--- src/rtl/debounce_ctrl.sv ---
// debounce_ctrl: qualifies a synchronized input bit over STABLE_CNT samples; optional lockout via DEB_HOLDOFF_EN
module debounce_ctrl #(
    parameter int STABLE_CNT  = 16,
    parameter int CNT_WIDTH   = 8,
    parameter int HOLDOFF_CNT = 32
) (
    input  logic CLK,
    input  logic RST,
    input  logic NOISY_SYNC,
    input  logic EN,
    output logic DEB_OUT,
    output logic RISE_PULSE,
    output logic FALL_PULSE,
    output logic BUSY
);
`ifdef DEB_HOLDOFF_EN
    typedef enum logic [2:0] {IDLE_LOW, CHECK_HIGH, IDLE_HIGH, CHECK_LOW, HOLDOFF} state_t;
    localparam logic [CNT_WIDTH-1:0] HOLD_LAST = CNT_WIDTH'(HOLDOFF_CNT - 1);
    localparam state_t AFTER_RISE = HOLDOFF;
    localparam state_t AFTER_FALL = HOLDOFF;
`else
    typedef enum logic [1:0] {IDLE_LOW, CHECK_HIGH, IDLE_HIGH, CHECK_LOW} state_t;
    localparam state_t AFTER_RISE = IDLE_HIGH;
    localparam state_t AFTER_FALL = IDLE_LOW;
`endif
    localparam logic [CNT_WIDTH-1:0] LAST = CNT_WIDTH'(STABLE_CNT - 1);
    state_t               state;
    logic [CNT_WIDTH-1:0] cnt;
    // qualification FSM with registered level and edge pulses
    always_ff @(posedge CLK or negedge RST) begin
        if (!RST) begin
            state      <= IDLE_LOW;
            cnt        <= '0;
            DEB_OUT    <= 1'b0;
            RISE_PULSE <= 1'b0;
            FALL_PULSE <= 1'b0;
        end else begin
            RISE_PULSE <= 1'b0;
            FALL_PULSE <= 1'b0;
            case (state)
                IDLE_LOW: if (EN && NOISY_SYNC) begin
                    state <= CHECK_HIGH;
                    cnt   <= CNT_WIDTH'(1);
                end
                CHECK_HIGH: if (!EN || !NOISY_SYNC) begin
                    state <= IDLE_LOW;
                    cnt   <= '0;
                end else if (cnt == LAST) begin
                    state      <= AFTER_RISE;
                    DEB_OUT    <= 1'b1;
                    RISE_PULSE <= 1'b1;
                    cnt        <= '0;
                end else begin
                    cnt <= cnt + 1'b1;
                end
                IDLE_HIGH: if (EN && !NOISY_SYNC) begin
                    state <= CHECK_LOW;
                    cnt   <= CNT_WIDTH'(1);
                end
                CHECK_LOW: if (!EN || NOISY_SYNC) begin
                    state <= IDLE_HIGH;
                    cnt   <= '0;
                end else if (cnt == LAST) begin
                    state      <= AFTER_FALL;
                    DEB_OUT    <= 1'b0;
                    FALL_PULSE <= 1'b1;
                    cnt        <= '0;
                end else begin
                    cnt <= cnt + 1'b1;
                end
`ifdef DEB_HOLDOFF_EN
                HOLDOFF: if (cnt == HOLD_LAST) begin
                    state <= DEB_OUT ? IDLE_HIGH : IDLE_LOW;
                    cnt   <= '0;
                end else begin
                    cnt <= cnt + 1'b1;
                end
`endif
                default: begin
                    state <= IDLE_LOW;
                    cnt   <= '0;
                end
            endcase
        end
    end
    // busy whenever a qualification or lockout is in progress
    always_comb begin
`ifdef DEB_HOLDOFF_EN
        BUSY = (state == CHECK_HIGH) || (state == CHECK_LOW) || (state == HOLDOFF);
`else
        BUSY = (state == CHECK_HIGH) || (state == CHECK_LOW);
`endif
    end
endmodule

--- config.mk ---
export PLATFORM = sky130hd
export DESIGN_NAME = debounce_ctrl
export DESIGN_NICKNAME = d
export VERILOG_FILES = /design/src/rtl/debounce_ctrl.sv
export SDC_FILE = /design/constraint.sdc
export NUM_CORES = 1
export LEC_CHECK = 0
export CORE_MARGIN = 8
export CORE_UTILIZATION = 35
export CTS_CLUSTER_DIAMETER = 30
export DETAILED_ROUTE_END_ITERATION = 10
export SETUP_SLACK_MARGIN = 0.5
export SLEW_MARGIN = 20
export SYNTH_ARGS = -nofsm -noshare
export SYNTH_HDL_FRONTEND = slang
export SYNTH_SLANG_ARGS = --single-unit
--- constraint.sdc ---
create_clock -name CLK -period 3.7 [get_ports CLK]
set_clock_uncertainty 0.15 [all_clocks]
set_input_delay 0.74 -clock CLK [delete_from_list [all_inputs] [get_ports CLK]]
set_output_delay 0.74 -clock CLK [all_outputs]
set_load 0.005 [all_outputs]
==> summary.txt <==
Post-synthesis compound-gate area fraction: 16.3%
Multiplexer share of the synthesized area: 3.14%
Dpl hpwl: 1.00 mm
Pleak: 0.334 nW
Critical Path, Cell by Cell: clkdlybuf4s50_1 -> xor2_1 -> a21oi_1 -> o21bai_1 -> a22o_1
Largest family of logic cells by synthesized area: simple AND/OR/NAND/NOR gates
Core Box Area: 0.00188 mm2
Worst Max-Slew Pin Slew: 584 ps
Global-route wire length before repair: 2.48 mm
Cell Area, Synth: 677 um2
Final min period: 2250 ps
Setup violators final: 0
Worst VDD drop: 188 uV
Startpoint Class: input port
Vias in the first global route: 567
Post-CTS Setup Inserts: 0
Pre-CTS WS: 1200 ps
Final hold vios: 0
Ys Warns: 0
DRC: 0
Crit-path slowest cell: clkdlybuf4s50_1
Hold Path Class: reg -> reg
Post-layout util: 42.2%
Wirelength, routed: 1.39 mm
Register bit count reported by yosys: 13
Synthesized instance count: 69
Largest net degree at the start of global routing: 14
TritonCTS clock tree: built
Die area: 0.00360 mm2
Part of the Yosys area used for sequential elements: 48.1%
WHS: 397 ps
Reported max-cap violation count: 0
Worst Setup Slack, final: 1450 ps
Drt first pass iters: 4
Clock buffer depth: 2
Simple-Gate Fraction of Synth Area: 23.1%
Root Driver: clkbuf_4
R2R Setup Slk: 1760 ps
Post-synthesis cell type count: 31
Slew HR: 60.9%
# diodes: 0
Pwr/cell area: 476 mW/mm2
Clock Latency Late Sink: 270 ps
Fmax: 445 MHz
Die width: 60.0 um
Clock Pin Slew Worst Setup and Hold Paths: 80 ps
Initial antenna violation count: 0
Hold EP: DEB_OUT
Initial Util: 36.0%
Max H-tree Level: 1
Layout cells sized above 1: 7.79%
FF-to-FF Start: cnt[0]
CTS Buf Count: 3
Worst Path Required: 3760 ps
Worst hold path startpoint: DEB_OUT
Total Routing Usage GR: 9.12%
Final Max Tran Viols: 0
Adder-cell share of the synthesized area: 1.85%
Vias/cell: 5.39
Fin nets: 83
Final ANT Viol Nets: 0
1st-iter DRT viols: 8
RR Endpoint: state[1]
Area Overhead vs Synth: 17.4%
Syn Area/Cell: 9.81 um2
Crit Path Class: in -> reg
Status: completed
DR WL/cell: 13.4 um
CP Capture Type: flip-flop
FP Rows: 16
GP Congestion: 0.769
Post-synth EDFFs: 0
Total gr overflow: 0
Ys async rst share: 100%
TritonCTS Sinks: 13
RSZ-0062 raised after global routing: false
CP max FO: 6
TNS Setup: 0 ps
Post_cts resized: 0
Hold Path Cell Cnt: 2
I/O Buffers: 7
Xor-xnor portion of the synthesized cell area: 5.18%
Die extent in y: 60.0 um
Syn_nets: 74
Max incr delay on CP: 580 ps
Worst Path Arrival: 2310 ps
Post-synth top flop: dfrtp_1
I/O pins: 8
# hold bufs at CTS: 0
Period utilization: 60.7%
Reg2Reg Depth: 5
Via count: 561
==> worst max-delay path by stage <==
stage                    end       start  slack (ps)
global placement    state[1]  NOISY_SYNC        1200
CTS                     BUSY    state[0]        1480
detailed placement  state[1]  NOISY_SYNC        1200
global route          cnt[4]  NOISY_SYNC        1400
finish                cnt[4]  NOISY_SYNC        1450
floorplan           state[1]  NOISY_SYNC        1900
==> report_power, final <==
group,leakage (nW),switching (W),internal (W),total [W]
registers,0.176,0.0000279,0.000161,0.000189
logic,0.143,0.0000555,0.0000458,0.000101
clock network,0.0150,0.0000469,0.0000417,0.0000886
==> cell usage in the layout (no fill, tap or decap), types with 2 or more instances in the layout <==
| master | synthesis | routed |
|---|---|---|
| clkbuf_4 | 0 | 3 |
| o21ai_1 | 4 | 4 |
| and3_1 | 2 | 2 |
| a21oi_1 | 2 | 2 |
| xor2_1 | 2 | 2 |
| dfrtp_1 | 13 | 13 |
| xnor2_1 | 2 | 2 |
| nand3_1 | 6 | 6 |
| nand2_1 | 10 | 10 |
| nor3_1 | 4 | 4 |
| a22o_1 | 2 | 2 |
| clkdlybuf4s50_1 | 0 | 7 |
==> cell usage after synthesis (2+ instances only) <==
library cell	number	area, um2
dfrtp_1	13	325
nand2_1	10	37.5
nand3_1	6	30.0
nor3_1	4	20.0
o21ai_1	4	20.0
a21oi_1	2	10.0
a22o_1	2	17.5
and3_1	2	12.5
clkbuf_1	2	7.51
xnor2_1	2	17.5
xor2_1	2	17.5
==> stage by stage <==
step	total power [W]	instances	area, um2
floorplan	0.000264	69	677
global placement	0.000289	100	768
detailed placement	0.000291	100	768
CTS	0.000380	104	795
global route	0.000403	104	795
finish	0.000379	104	795
==> metal layers <==
| layer | up-vias | wire length (um) | track usage, % | part of all wire, % |
|---|---|---|---|---|
| li1 | 262 | - | - | - |
| met4 | 0 | 30 | 5.10 | 2.2 |
| met1 | 279 | 599 | 9.83 | 43 |
| met2 | 16 | 645 | 15.1 | 46 |
| met5 | - | 0 | 0 | 0 |
| met3 | 4 | 114 | 3.23 | 8.2 |
==> cells by family after synthesis <==
logic type / count (synthesis)
and+or+nand+nor: 30
AOI/OAI and AO/OA: 15
DFF: 13
xor gates and xnor gates: 4
buffers and inverters: 4
muxes: 2
adders and majority gates: 1
==> cell type report <==
type	count	area [um2]
Clock buffer	4	26.3
Fill cell	202	1090
Inverter	1	3.75
Multi-Input combinational cell	52	335
Sequential cell	13	325
Tap cell	27	33.8
Timing Repair Buffer	7	70.1
==> registers in the layout, indices dropped and copies added (netlist names) <==
| name | flops |
|---|---|
| state | 2 |
| cnt | 8 |
| FALL_PULSE | 1 |
| RISE_PULSE | 1 |
| DEB_OUT | 1 |
==> worst max-delay path, delay by kind of cell <==
family                 cells  cell delay (ps)
AO/OA/AOI/OAI              3              830
XOR/XNOR                   1              150
buffers and inverters      1              580
Power figures use the tool's default switching activity.
